$ cat src/rtl/maze_input_pkg.sv
// ---------------------------------------------------------------------------------------------
// maze_input_pkg
//   Shared definitions for the maze button input stage.
//   - btn_state_e : per-button conditioner FSM states (3-bit encoding, IDLE..DEB_REL)
//   - DEF_*       : default timing constants for a 100 MHz clock
//   - BTN_*       : bit positions of each direction in the button buses
//   - cnt_width() : width of the shared per-button dwell counter
// ---------------------------------------------------------------------------------------------
package maze_input_pkg;

    typedef enum logic [2:0] {
        IDLE    = 3'd0,
        DEB_PRE = 3'd1,
        SCEN    = 3'd2,
        HOLD    = 3'd3,
        MCEN    = 3'd4,
        REPEAT  = 3'd5,
        DEB_REL = 3'd6
    } btn_state_e;

    // 25 ms debounce, 0.5 s before auto-repeat, 125 ms repeat spacing @ 100 MHz
    localparam int unsigned DEF_N_BTN         = 4;
    localparam int unsigned DEF_DEB_CYCLES    = 2_500_000;
    localparam int unsigned DEF_HOLD_CYCLES   = 50_000_000;
    localparam int unsigned DEF_REPEAT_CYCLES = 12_500_000;

    localparam int unsigned BTN_UP    = 0;
    localparam int unsigned BTN_DOWN  = 1;
    localparam int unsigned BTN_LEFT  = 2;
    localparam int unsigned BTN_RIGHT = 3;

    function automatic int unsigned max3(input int unsigned a, input int unsigned b,
                                         input int unsigned c);
        int unsigned m;
        m = (a > b) ? a : b;
        return (m > c) ? m : c;
    endfunction

    // One counter serves every timed state, so it must hold the largest limit.
    function automatic int unsigned cnt_width(input int unsigned deb, input int unsigned hold,
                                              input int unsigned rpt);
        return $clog2(max3(deb, hold, rpt) + 1);
    endfunction

endpackage

$ cat src/rtl/debounce_fsm.sv
// ---------------------------------------------------------------------------------------------
// debounce_fsm
//   Conditions one raw button: optional 2-flop synchronizer, dwell counter and the
//   IDLE/DEB_PRE/SCEN/HOLD/MCEN/REPEAT/DEB_REL state machine. Outputs are registered
//   decodes of the next state, so they line up with the state register.
//
//   Configuration macro: BTN_SYNC2_EN
//     defined   : btn_i passes through a 2-flop synchronizer (adds 2 cycles of latency)
//     undefined : btn_i drives the FSM directly (input must already be synchronous)
//
//   Ports
//     clk    in   system clock
//     Reset  in   asynchronous, active-high reset
//     btn_i  in   raw active-high button
//     dpb_o  out  debounced level
//     scen_o out  single-cycle pulse per accepted press
//     mcen_o out  press pulse followed by auto-repeat pulses
//     ccen_o out  high during the press pulse and the whole repeat phase
// ---------------------------------------------------------------------------------------------
module debounce_fsm
    import maze_input_pkg::*;
#(
    parameter int unsigned DEB_CYCLES    = DEF_DEB_CYCLES,
    parameter int unsigned HOLD_CYCLES   = DEF_HOLD_CYCLES,
    parameter int unsigned REPEAT_CYCLES = DEF_REPEAT_CYCLES
) (
    input  logic clk,
    input  logic Reset,
    input  logic btn_i,
    output logic dpb_o,
    output logic scen_o,
    output logic mcen_o,
    output logic ccen_o
);

    localparam int unsigned CntW = cnt_width(DEB_CYCLES, HOLD_CYCLES, REPEAT_CYCLES);

    // A state with limit L is left on the edge where cnt already equals L-1, giving L cycles
    // of dwell (cnt is cleared on entry).
    localparam logic [CntW-1:0] DebLast  = CntW'(DEB_CYCLES - 1);
    localparam logic [CntW-1:0] HoldLast = CntW'(HOLD_CYCLES - 1);
    localparam logic [CntW-1:0] RepLast  = CntW'(REPEAT_CYCLES - 1);
    localparam logic [CntW-1:0] CntMax   = {CntW{1'b1}};

    logic btn_s;

`ifdef BTN_SYNC2_EN
    logic [1:0] sync_q, sync_d;

    assign sync_d = {sync_q[0], btn_i};
    assign btn_s  = sync_q[1];

    always_ff @(posedge clk or posedge Reset) begin
        if (Reset) begin
            sync_q <= 2'b00;
        end else begin
            sync_q <= sync_d;
        end
    end
`else
    assign btn_s = btn_i;
`endif

    btn_state_e      state_q, state_d;
    logic [CntW-1:0] cnt_q, cnt_d, cnt_inc;
    logic            dpb_q, dpb_d;
    logic            scen_q, scen_d;
    logic            mcen_q, mcen_d;
    logic            ccen_q, ccen_d;

    // Saturate so a long dwell in IDLE can never wrap back into a false match.
    assign cnt_inc = (cnt_q == CntMax) ? cnt_q : cnt_q + 1'b1;

    always_comb begin
        state_d = state_q;
        cnt_d   = cnt_inc;
        unique case (state_q)
            IDLE: begin
                if (btn_s) state_d = DEB_PRE;
            end
            DEB_PRE: begin
                if (!btn_s) begin
                    state_d = IDLE;
                end else if (cnt_q == DebLast) begin
                    state_d = SCEN;
                end
            end
            SCEN: begin
                state_d = HOLD;
            end
            HOLD: begin
                if (!btn_s) begin
                    state_d = DEB_REL;
                end else if (cnt_q == HoldLast) begin
                    state_d = MCEN;
                end
            end
            MCEN: begin
                state_d = REPEAT;
            end
            REPEAT: begin
                if (!btn_s) begin
                    state_d = DEB_REL;
                end else if (cnt_q == RepLast) begin
                    state_d = MCEN;
                end
            end
            DEB_REL: begin
                if (btn_s) begin
                    cnt_d = '0;
                end else if (cnt_q == DebLast) begin
                    state_d = IDLE;
                end
            end
            default: begin
                state_d = IDLE;
            end
        endcase
        if (state_d != state_q) cnt_d = '0;
    end

    // Outputs decoded from the next state and registered alongside it.
    always_comb begin
        dpb_d  = 1'b0;
        scen_d = 1'b0;
        mcen_d = 1'b0;
        ccen_d = 1'b0;
        unique case (state_d)
            SCEN: begin
                dpb_d  = 1'b1;
                scen_d = 1'b1;
                mcen_d = 1'b1;
                ccen_d = 1'b1;
            end
            HOLD, DEB_REL: begin
                dpb_d = 1'b1;
            end
            MCEN: begin
                dpb_d  = 1'b1;
                mcen_d = 1'b1;
                ccen_d = 1'b1;
            end
            REPEAT: begin
                dpb_d  = 1'b1;
                ccen_d = 1'b1;
            end
            default: begin
                dpb_d = 1'b0;
            end
        endcase
    end

    always_ff @(posedge clk or posedge Reset) begin
        if (Reset) begin
            state_q <= IDLE;
            cnt_q   <= '0;
            dpb_q   <= 1'b0;
            scen_q  <= 1'b0;
            mcen_q  <= 1'b0;
            ccen_q  <= 1'b0;
        end else begin
            state_q <= state_d;
            cnt_q   <= cnt_d;
            dpb_q   <= dpb_d;
            scen_q  <= scen_d;
            mcen_q  <= mcen_d;
            ccen_q  <= ccen_d;
        end
    end

    assign dpb_o  = dpb_q;
    assign scen_o = scen_q;
    assign mcen_o = mcen_q;
    assign ccen_o = ccen_q;

endmodule

$ cat src/rtl/maze_button_conditioner.sv
// ---------------------------------------------------------------------------------------------
// maze_button_conditioner
//   Input stage ahead of Game_Logic: one independent debounce_fsm per direction button.
//   Bus bit map: [0]=up, [1]=down, [2]=left, [3]=right (see BTN_* in maze_input_pkg).
//
//   Configuration macro: BTN_SYNC2_EN (2-flop input synchronizer inside each debounce_fsm)
//
//   Ports
//     clk      in   system clock
//     Reset    in   asynchronous, active-high reset
//     btn_raw  in   [N_BTN] raw active-high buttons
//     DPBs     out  [N_BTN] debounced levels
//     SCENs    out  [N_BTN] single-cycle press pulses
//     MCENs    out  [N_BTN] press pulse then auto-repeat pulses while held
//     CCENs    out  [N_BTN] continuous enable during press pulse and repeat phase
//
//   All timing parameters must be >= 1.
// ---------------------------------------------------------------------------------------------
module maze_button_conditioner
    import maze_input_pkg::*;
#(
    parameter int unsigned N_BTN         = DEF_N_BTN,
    parameter int unsigned DEB_CYCLES    = DEF_DEB_CYCLES,
    parameter int unsigned HOLD_CYCLES   = DEF_HOLD_CYCLES,
    parameter int unsigned REPEAT_CYCLES = DEF_REPEAT_CYCLES
) (
    input  logic             clk,
    input  logic             Reset,
    input  logic [N_BTN-1:0] btn_raw,
    output logic [N_BTN-1:0] DPBs,
    output logic [N_BTN-1:0] SCENs,
    output logic [N_BTN-1:0] MCENs,
    output logic [N_BTN-1:0] CCENs
);

    for (genvar i = 0; i < N_BTN; i++) begin : g_btn
        debounce_fsm #(
            .DEB_CYCLES   (DEB_CYCLES),
            .HOLD_CYCLES  (HOLD_CYCLES),
            .REPEAT_CYCLES(REPEAT_CYCLES)
        ) u_debounce_fsm (
            .clk   (clk),
            .Reset (Reset),
            .btn_i (btn_raw[i]),
            .dpb_o (DPBs[i]),
            .scen_o(SCENs[i]),
            .mcen_o(MCENs[i]),
            .ccen_o(CCENs[i])
        );
    end

endmodule

$ cat config.mk
export PLATFORM = sky130hd
export DESIGN_NAME = maze_button_conditioner
export DESIGN_NICKNAME = d
export VERILOG_FILES = /design/src/rtl/maze_input_pkg.sv /design/src/rtl/debounce_fsm.sv /design/src/rtl/maze_button_conditioner.sv
export SDC_FILE = /design/constraint.sdc
export NUM_CORES = 1
export LEC_CHECK = 0
export ABC_AREA = 1
export BUFFER_PORTS_ARGS = -buffer_cell sky130_fd_sc_hd__buf_2
export CAP_MARGIN = 25
export CORE_ASPECT_RATIO = 0.5
export CORE_MARGIN = 2
export CORE_UTILIZATION = 60
export CTS_CLUSTER_DIAMETER = 120
export DETAILED_ROUTE_END_ITERATION = 8
export HOLD_SLACK_MARGIN = 0.06
export PLACE_DENSITY = 0.77
export SETUP_SLACK_MARGIN = 0.05
export SLEW_MARGIN = 20
export SYNTH_ARGS = -nofsm -noshare
export SYNTH_HDL_FRONTEND = slang
export SYNTH_SLANG_ARGS = --single-unit
export TNS_END_PERCENT = 50
$ cat constraint.sdc
create_clock -name clk -period 10.91 [get_ports clk]
set_clock_uncertainty 0.15 [all_clocks]
set_input_delay 1.091 -clock clk [delete_from_list [all_inputs] [get_ports clk]]
set_output_delay 1.091 -clock clk [all_outputs]
set_load 0.005 [all_outputs]
==> results.md, run 1 <==
* Status: completed
* Initial antenna violation count at 0
* Row cnt at 32
* Starting density of the core at 0.614
* Top-count cell post-synth: nand2_1
* Largest net degree at the start of global routing at 82
* TritonCTS clock tree: yes
* Drc violations at 0
* F_max at 0.317 GHz
* Multiplexer area fraction after synthesis at 0
* Worst hold path class: reg2reg
* Detail Route met3 WL at 1590 um
* Layout area overhead at 7.07%
* DP Worst Slack at 7.60 ns
* Die H at 92.8 um
* RSZ-0062 raised after global routing: no
* Drt wl/cell at 14.6 um
* Crit Path Category: reg2reg
* Longest Clk Path Bufs at 2
* Final setup TNS at 0 ns
* Top-level I/O count at 22
* Adder-Cell Fraction of Synth Area at 0.00529
* Peak supply drop at 0.000117 V
* Final worst path period share at 0.289
* First-pass GRT wire length at 39900 um
* Final core utilization at 0.658
* Synth warn at 0
* Post-Syn Nets at 1367
* CP max FO at 22
* FILL cells at 1336
* Fraction of registers with async set/reset at 1.00
* Gr usage total at 0.296
* Overflow after GRT at 0
* Slew margin rel. at 0.344
* Top cell type's share of synthesized area at 0.349
* Post-synth EDFFs at 0
* Post-Synth Simple-Gate Area at 0.418
* Min-Delay Startpoint: g_btn[2].u_debounce_fsm.cnt_q[0]$_DFF_PP0_
* Tightest Pin Transition at 0.980 ns
* CTS clk-pin slew, worst paths at 0.06 ns
* Pre-Repair DR Iteration Count at 5
* Sequential share of the synthesized area at 0.349
* PortBufs at 21
* RePlAce Congestion at 1.00
* TritonCTS Buffers at 17
* Post-CTS sizing at 0
* Pins Over Slew Limit at 0
* DP HPWL at 16400 um
* Syn avg cell area at 6.98 um^2
* Hold_buf cts at 0
* M1 wire length at 10500 um
* Final-stage net count at 1368
* Cells on Worst Hold Path at 3
* Pwr Total at 1180 uW
* Netlist cell types at 40
* Share of cells above drive strength 1 at 0.126
* Worst skew pair latency at 0.43 ns
* Leak at 0.00486 uW
* Largest area contributor in the netlist: dfrtp_1
* Via-to-Cell Ratio at 5.51
* Required @ worst endpoint at 11.05 ns
* Synth Area in Compound Gates at 0.0677
* Reg2Reg Depth at 9
* Top routing layer used: met4
* CTS H-Tree Depth at 4
* Vias at 8683
* Max-cap violations at 0
* DR iter-0 viols at 702
* WHS Endpoint: g_btn[2].u_debounce_fsm.cnt_q[0]$_DFF_PP0_
* Post-detailed-route count of antenna-violating nets at 0
* Netlist Area Pre-Place at 9470 um^2
* Hold Violations, Final at 0
* Yosys reg bits at 132
* XOR/XNOR share of the synthesized area at 0.0601
* Die X-Extent at 182 um
* Post-synth top cells: nand2_1 (328), nor2_1 (217), inv_1 (158), dfrtp_1 (132), nand3_1 (85)
* Clk root buf: clkbuf_16
* Post-CTS setup buffer count at 0
* Reg2Reg Launch Point: g_btn[2].u_debounce_fsm.cnt_q[1]$_DFF_PP0_
* Main flop type after synthesis: dfrtp_1
* PwrDens at 116 nW/um^2
* Antenna Cells at 0
* Clock Sinks at 132
* Core Region at 15400 um^2
* Fin worst setup slack at 7.76 ns
* Final setup violating endpoints at 0
* Largest family of logic cells by synthesized area: simple AND/OR/NAND/NOR gates
* CP startpoint kind: register
* CP arrival at 3.30 ns
* Synth Instances at 1357
* CP endpoint kind: register
* WL met2 at 10500 um
* Reg2Reg Setup Slack at 7.76 ns
* Min Tclk post-route at 3.15 ns
* Routed wire length at 23100 um
* Synth top area cells: dfrtp_1 (35%), nand2_1 (13%), nor2_1 (8.6%)
* R2r endpoint: g_btn[2].u_debounce_fsm.cnt_q[1]$_DFF_PP0_
* Full die area at 16900 um^2
* Vias in the first global route at 8230
-- flip-flops by register name (all words and copies together) (netlist names) --
signal / count
g_btn.u_debounce_fsm.scen_o: 4
g_btn.u_debounce_fsm.dpb_o: 4
g_btn.u_debounce_fsm.cnt_q: 104
g_btn.u_debounce_fsm.mcen_o: 4
g_btn.u_debounce_fsm.state_q: 12
g_btn.u_debounce_fsm.ccen_o: 4
-- final cells by class --
cell class	instances	area, um^2	share of cell area
sequential	132	3300	0.326
timing repair buffer	22	116	0.0115
clock inverter	14	176	0.0174
tap	204	255	0.0252
clock buffer	18	429	0.0423
inverter	168	636	0.0627
multi-input combinational	1017	5220	0.515
-- how the worst max path moves through the flow --
stage / start / to / slack (ns)
3_5_place_dp: btn_raw[0] / g_btn[0].u_debounce_fsm.cnt_q[0]$_DFF_PP0_ / 7.60
2_1_floorplan: Reset / g_btn[0].u_debounce_fsm.ccen_o$_DFF_PP0_ / 6.14
5_1_grt: g_btn[2].u_debounce_fsm.cnt_q[1]$_DFF_PP0_ / g_btn[2].u_debounce_fsm.cnt_q[1]$_DFF_PP0_ / 7.50
3_3_place_gp: btn_raw[0] / g_btn[0].u_debounce_fsm.cnt_q[0]$_DFF_PP0_ / 7.64
6_report: g_btn[2].u_debounce_fsm.cnt_q[1]$_DFF_PP0_ / g_btn[2].u_debounce_fsm.cnt_q[1]$_DFF_PP0_ / 7.76
4_1_cts: g_btn[2].u_debounce_fsm.cnt_q[0]$_DFF_PP0_ / g_btn[2].u_debounce_fsm.cnt_q[1]$_DFF_PP0_ / 7.78
-- stage by stage --
| stage | hold slack [ns] | instance area, um^2 | std cells |
|---|---|---|---|
| 6_report | 0.453 | 10100 | 1575 |
| 5_1_grt | 0.500 | 10100 | 1575 |
| 4_1_cts | 0.455 | 10100 | 1575 |
| 3_5_place_dp | 0.442 | 9530 | 1543 |
| 3_3_place_gp | 0.435 | 9530 | 1543 |
| 2_1_floorplan | 0.387 | 9470 | 1357 |
-- power by group --
group | switching (uW) | leakage (uW) | internal (uW)
registers | 10.8 | 0.00182 | 498
clock network | 232 | 0.000291 | 362
logic | 57.0 | 0.00276 | 18.1
total | 300 | 0.00486 | 878
-- layer usage --
| metal | vias to the layer above | global-route usage |
|---|---|---|
| li1 | 4297 | - |
| met1 | 4035 | 0.400 |
| met2 | 309 | 0.475 |
| met3 | 42 | 0.0672 |
| met4 | 0 | 0.0921 |
| met5 | - | 0 |
-- worst max-delay path, stage by stage (launching register included) --
cell and delay [ns]:
dfrtp_1 0.39, ha_1 0.23, nand2_1 0.13, nor2_4 0.19
nand2_1 0.12, nor2_1 0.22, nand4_1 0.79, or2_2 0.63
o211ai_1 0.09, nor2_1 0.07
-- kinds of logic (layout without fill, tap and decap cells) --
logic type | Yosys count | after routing
XOR/XNOR | 65 | 65
flip-flops | 132 | 132
AO/OA/AOI/OAI | 111 | 111
buffers and inverters | 208 | 222
AND/OR/NAND/NOR | 837 | 837
adder cells (fa/ha/maj) | 4 | 4
-- layout by cell type (no fill, tap or decap), drive strengths merged, types with 7 or more instances in the layout --
cell / netlist / layout
o21ai: 65 / 65
buf: 30 / 22
inv: 167 / 170
dfrtp: 132 / 132
a21oi: 12 / 12
nor3: 39 / 39
o211ai: 24 / 24
xor2: 61 / 61
nand2: 349 / 349
clkinv: 1 / 7
nand3: 90 / 90
clkbuf: 8 / 18
nand4: 51 / 51
nor2: 296 / 296
Power figures use the tool's default switching activity.
==> run 2, diff against run 1 <==
clock period = 3.11 ns   (was 10.91 ns; I/O delays follow)
==> results.md, run 2 (synthesized netlist as in run 1, its figures left out) <==
* Status: completed
* Worst skew pair latency at 0.43 ns
* Gr usage total at 0.293
* RSZ-0062 raised after global routing: no
* Pwr Total at 4080 uW
* Final setup violating endpoints at 0
* Full die area at 16900 um^2
* Largest net degree at the start of global routing at 133
* CP max FO at 17
* Overflow after GRT at 0
* Slew margin rel. at 0.509
* F_max at 0.382 GHz
* Share of cells above drive strength 1 at 0.132
* Post-CTS setup buffer count at 0
* Min Tclk post-route at 2.62 ns
* Via-to-Cell Ratio at 5.55
* Commonest non-fill, non-tap cell in the layout: nand2_1
* Worst hold path class: in2reg
* Clk root buf: clkbuf_16
* Register with the most flip-flops: g_btn.u_debounce_fsm.cnt_q
* Clock Sinks at 132
* Drc violations at 0
* TritonCTS Buffers at 17
* PortBufs at 21
* Row cnt at 32
* Antenna Cells at 0
* Drt wl/cell at 14.9 um
* Post-detailed-route count of antenna-violating nets at 0
* Top-level I/O count at 22
* Longest Clk Path Bufs at 2
* Pre-Repair DR Iteration Count at 6
* Vias in the first global route at 8364
* RePlAce Congestion at 0.981
* PwrDens at 399 nW/um^2
* Area of the multi-input gates at 5220 um^2
* FILL cells at 1366
* TritonCTS clock tree: yes
* Starting density of the core at 0.614
* Initial antenna violation count at 0
* CP startpoint kind: register
* Max-cap violations at 0
* Max reg flops at 104
* Layout area overhead at 7.93%
* Required @ worst endpoint at 3.26 ns
* Vias at 8786
* Top flop regs: g_btn.u_debounce_fsm.cnt_q x104, g_btn.u_debounce_fsm.state_q x12
* Peak supply drop at 0.000404 V
* Routed wire length at 23600 um
* Hold Violations, Final at 0
* CTS clk-pin slew, worst paths at 0.06 ns
* Post-CTS sizing at 0
* Commonest cells after routing, fill and taps aside: nand2_1 (328), nor2_1 (217), inv_1 (157)
* Final setup TNS at 0 ns
* Tightest Pin Transition at 0.736 ns
* First-pass GRT wire length at 39900 um
* Die X-Extent at 182 um
* Post-DP Area at 9620 um^2
* Pins Over Slew Limit at 0
* Leak at 0.00490 uW
* CTS H-Tree Depth at 4
* DP HPWL at 16700 um
* Die H at 92.8 um
* Crit Path Category: reg2reg
* Register area at 3300 um^2
* Post-route cell area at 10200 um^2
* DR iter-0 viols at 820
* CP endpoint kind: register
* Core Region at 15400 um^2
* Hold_buf cts at 1
* Final-stage net count at 1377
* Final worst path period share at 0.842
* CP arrival at 2.77 ns
==> run 2: changes by cell type in the layout (fill, tap and decap cells not counted), sizes merged, moves of 2 or more <==
cell      delta
buf          +8
clkinv       -4
clkinvlp     +3
bufinv       -2
clkbuf       +2
==> run 2: final timing paths <==
path / from / endpoint / slack, ns / depth (start not counted)
max: g_btn[3].u_debounce_fsm.cnt_q[0]$_DFF_PP0_ / g_btn[3].u_debounce_fsm.cnt_q[20]$_DFF_PP0_ / 0.49 / 13
max in group asynchronous: Reset / g_btn[3].u_debounce_fsm.cnt_q[14]$_DFF_PP0_ / 1.77 / 4
max reg2reg: g_btn[3].u_debounce_fsm.cnt_q[0]$_DFF_PP0_ / g_btn[3].u_debounce_fsm.cnt_q[20]$_DFF_PP0_ / 0.49 / 13
min in group asynchronous: Reset / g_btn[2].u_debounce_fsm.cnt_q[10]$_DFF_PP0_ / 0.50 / 4
min: btn_raw[3] / g_btn[3].u_debounce_fsm.state_q[2]$_DFF_PP0_ / 0.15 / 4
min reg2reg: g_btn[2].u_debounce_fsm.cnt_q[0]$_DFF_PP0_ / g_btn[2].u_debounce_fsm.cnt_q[0]$_DFF_PP0_ / 0.45 / 3
==> run 2: per-layer routing <==
metal  track usage  part of all wire  vias to the layer above
met5             0                 0                        -
met4        0.0989             0.020                        0
met3        0.0448             0.057                       49
met2         0.479              0.46                      314
met1         0.402              0.47                     4100
li1              -                 -                     4323
==> run 2: where the power goes <==
part,total (uW),switching (uW),internal (uW)
clock,2000,827,1180
combinational,288,207,80.7
sequential,1780,36.8,1750
total,4080,1070,3000
==> run 2: area by class of cell <==
class / instances / area share
tap: 204 / 0.0250
clock buffer: 20 / 0.0457
timing repair buffer: 31 / 0.0216
sequential: 132 / 0.323
clock inverter: 12 / 0.0115
inverter: 168 / 0.0621
multi-input combinational: 1017 / 0.511
==> run 2: critical path, cell delays in order, from the launching register on <==
cell     delay, ns
dfrtp_1       0.43
ha_1          0.28
nand2_2       0.09
nor2_4        0.18
nand2_2       0.09
nor2_2        0.10
nand2_1       0.10
nand2_2       0.09
nand2_4       0.06
nor3_1        0.23
nor2_2        0.09
nand2_4       0.33
buf_12        0.23
nor2_4        0.04
==> run 2: per-stage QoR <==
stage	setup slack [ns]	hold slack, ns	instances	util
6_report	0.492	0.147	1584	0.663
5_1_grt	0.285	0.161	1584	0.663
4_1_cts	0.504	0.111	1584	0.663
3_5_place_dp	0.519	0.440	1551	0.624
3_3_place_gp	0.594	0.423	1551	0.624
2_1_floorplan	1.00	0.341	1357	-
==> run 3, diff against run 2 <==
clock period = 2.5 ns   (was 3.11 ns; I/O delays follow)
==> results.md, run 3 (synthesized netlist as in run 1, its figures left out) <==
* Status: completed
* Die X-Extent at 182 um
* Register area at 3310 um^2
* CP arrival at 2.56 ns
* Final-stage net count at 1400
* Max-cap violations at 0
* Die H at 92.8 um
* Area of the multi-input gates at 5330 um^2
* First-pass GRT wire length at 40700 um
* Vias at 8904
* Final setup TNS at 0 ns
* Final worst path period share at 0.940
* Clk root buf: clkbuf_16
* Core Region at 15400 um^2
* Gr usage total at 0.302
* Worst skew pair latency at 0.43 ns
* Peak supply drop at 0.000506 V
* Crit Path Category: reg2reg
* CP endpoint kind: register
* Min Tclk post-route at 2.35 ns
* Slew margin rel. at 0.493
* Required @ worst endpoint at 2.71 ns
* Drc violations at 0
* Antenna Cells at 0
* Pre-Repair DR Iteration Count at 6
* Hold Violations, Final at 0
* TritonCTS Buffers at 17
* TritonCTS clock tree: yes
* CP startpoint kind: register
* Leak at 0.00508 uW
* Longest Clk Path Bufs at 2
* Final non-filler cell total at 1607
* Reg2Reg Setup Slack at 0.15 ns
* Final core utilization at 0.685
* Routed wire length at 24600 um
* Busiest grt layer: met2
* Commonest cells after routing, fill and taps aside: nand2_1 (327), nor2_1 (215), inv_1 (157)
* DP HPWL at 17100 um
* Full die area at 16900 um^2
* Overflow after GRT at 0
* DR iter-0 viols at 843
* Worst hold path class: in2reg
* F_max at 0.426 GHz
* CP max FO at 13
* Row cnt at 32
* Max reg flops at 104
* Vias in the first global route at 8388
* PwrDens at 496 nW/um^2
* GR Layer Usage met1 at 0.406
* RSZ-0062 raised after global routing: yes
* Drt wl/cell at 15.3 um
* Pwr Total at 5240 uW
* Hold_ws at 0.117 ns
* Post-detailed-route count of antenna-violating nets at 0
* Commonest non-fill, non-tap cell in the layout: nand2_1
* Register with the most flip-flops: g_btn.u_debounce_fsm.cnt_q
* CTS H-Tree Depth at 4
* Tightest Pin Transition at 0.760 ns
* Met2 usage at 0.500
* Top flop regs: g_btn.u_debounce_fsm.cnt_q x104, g_btn.u_debounce_fsm.state_q x12
* RePlAce Congestion at 1.00
* Met3 usage at 0.0562
* FILL cells at 1288
* Layout area overhead at 11.5%
* Top-level I/O count at 22
* Via-to-Cell Ratio at 5.54
* PortBufs at 21
* Initial antenna violation count at 0
* Clock Sinks at 132
* Starting density of the core at 0.614
* Largest net degree at the start of global routing at 82
* Placed Instances at 1563
* Final setup violating endpoints at 0
* Share of cells above drive strength 1 at 0.154
* Pins Over Slew Limit at 0
* CTS clk-pin slew, worst paths at 0.06 ns
run 3: metal layers:
metal / vias up / part of all wire / wire length, um
met5: - / 0 / 0
met1: 4109 / 0.45 / 11100
met4: 0 / 0.020 / 500
met3: 53 / 0.077 / 1900
li1: 4378 / - / -
met2: 364 / 0.45 / 11100
run 3: worst paths after layout:
| path | startpoint | endpoint | depth (start not counted) |
|---|---|---|---|
| setup / recovery | g_btn[1].u_debounce_fsm.cnt_q[0]$_DFF_PP0_ | g_btn[1].u_debounce_fsm.cnt_q[25]$_DFF_PP0_ | 12 |
| hold / removal | btn_raw[0] | g_btn[0].u_debounce_fsm.state_q[2]$_DFF_PP0_ | 4 |
| setup reg to reg | g_btn[1].u_debounce_fsm.cnt_q[0]$_DFF_PP0_ | g_btn[1].u_debounce_fsm.cnt_q[25]$_DFF_PP0_ | 12 |
| hold reg to reg | g_btn[0].u_debounce_fsm.cnt_q[0]$_DFF_PP0_ | g_btn[0].u_debounce_fsm.cnt_q[0]$_DFF_PP0_ | 3 |
| max in group asynchronous | Reset | g_btn[1].u_debounce_fsm.cnt_q[0]$_DFF_PP0_ | 4 |
| min in group asynchronous | Reset | g_btn[2].u_debounce_fsm.cnt_q[0]$_DFF_PP0_ | 3 |
run 3: where the power goes:
group | switching (uW) | internal (uW) | total (uW) | leakage (uW)
Combinational | 277 | 154 | 431 | 0.00298
Clock | 1050 | 1530 | 2590 | 0.000295
Sequential | 51.2 | 2170 | 2230 | 0.00181
run 3: layout make-up:
| class | instances | area share |
|---|---|---|
| multi-input cells | 1018 | 0.504 |
| flip-flops and latches | 132 | 0.313 |
| inverters | 168 | 0.0601 |
| clock buffers | 19 | 0.0429 |
| repair buffers | 53 | 0.0419 |
| well taps | 204 | 0.0242 |
| clock inverters | 13 | 0.0136 |
run 3: per-stage QoR:
stage | setup WS, ns | instance area [um^2]
after floorplan | 0.395 | 9470
after global placement | 0.166 | 9740
after detailed placement | 0.0816 | 9740
after CTS | 0.0486 | 10400
after global routing | 0.0192 | 10600
final | 0.151 | 10600
run 3: timing repair:
action | 4_1_cts | 5_1_grt
cloned | 0 | 2
setup buffers | 0 | 8
resized for setup | 2 | 19
hold buffers | 2 | 0
endpoints found under the hold margin | 16 | 0
endpoints found under the setup margin | 2 | 103
pin swaps | 0 | 6
run 3: worst max-delay path, stage by stage, from the launching register on:
cell	delay (ns)
dfrtp_2	0.45
ha_4	0.19
nand2_1	0.13
inv_1	0.08
nand2_2	0.10
nor2_2	0.04
nand3_2	0.09
nand2_2	0.06
nand3_1	0.07
nand2_1	0.07
a21boi_2	0.52
nand2_8	0.20
nor2_1	0.12
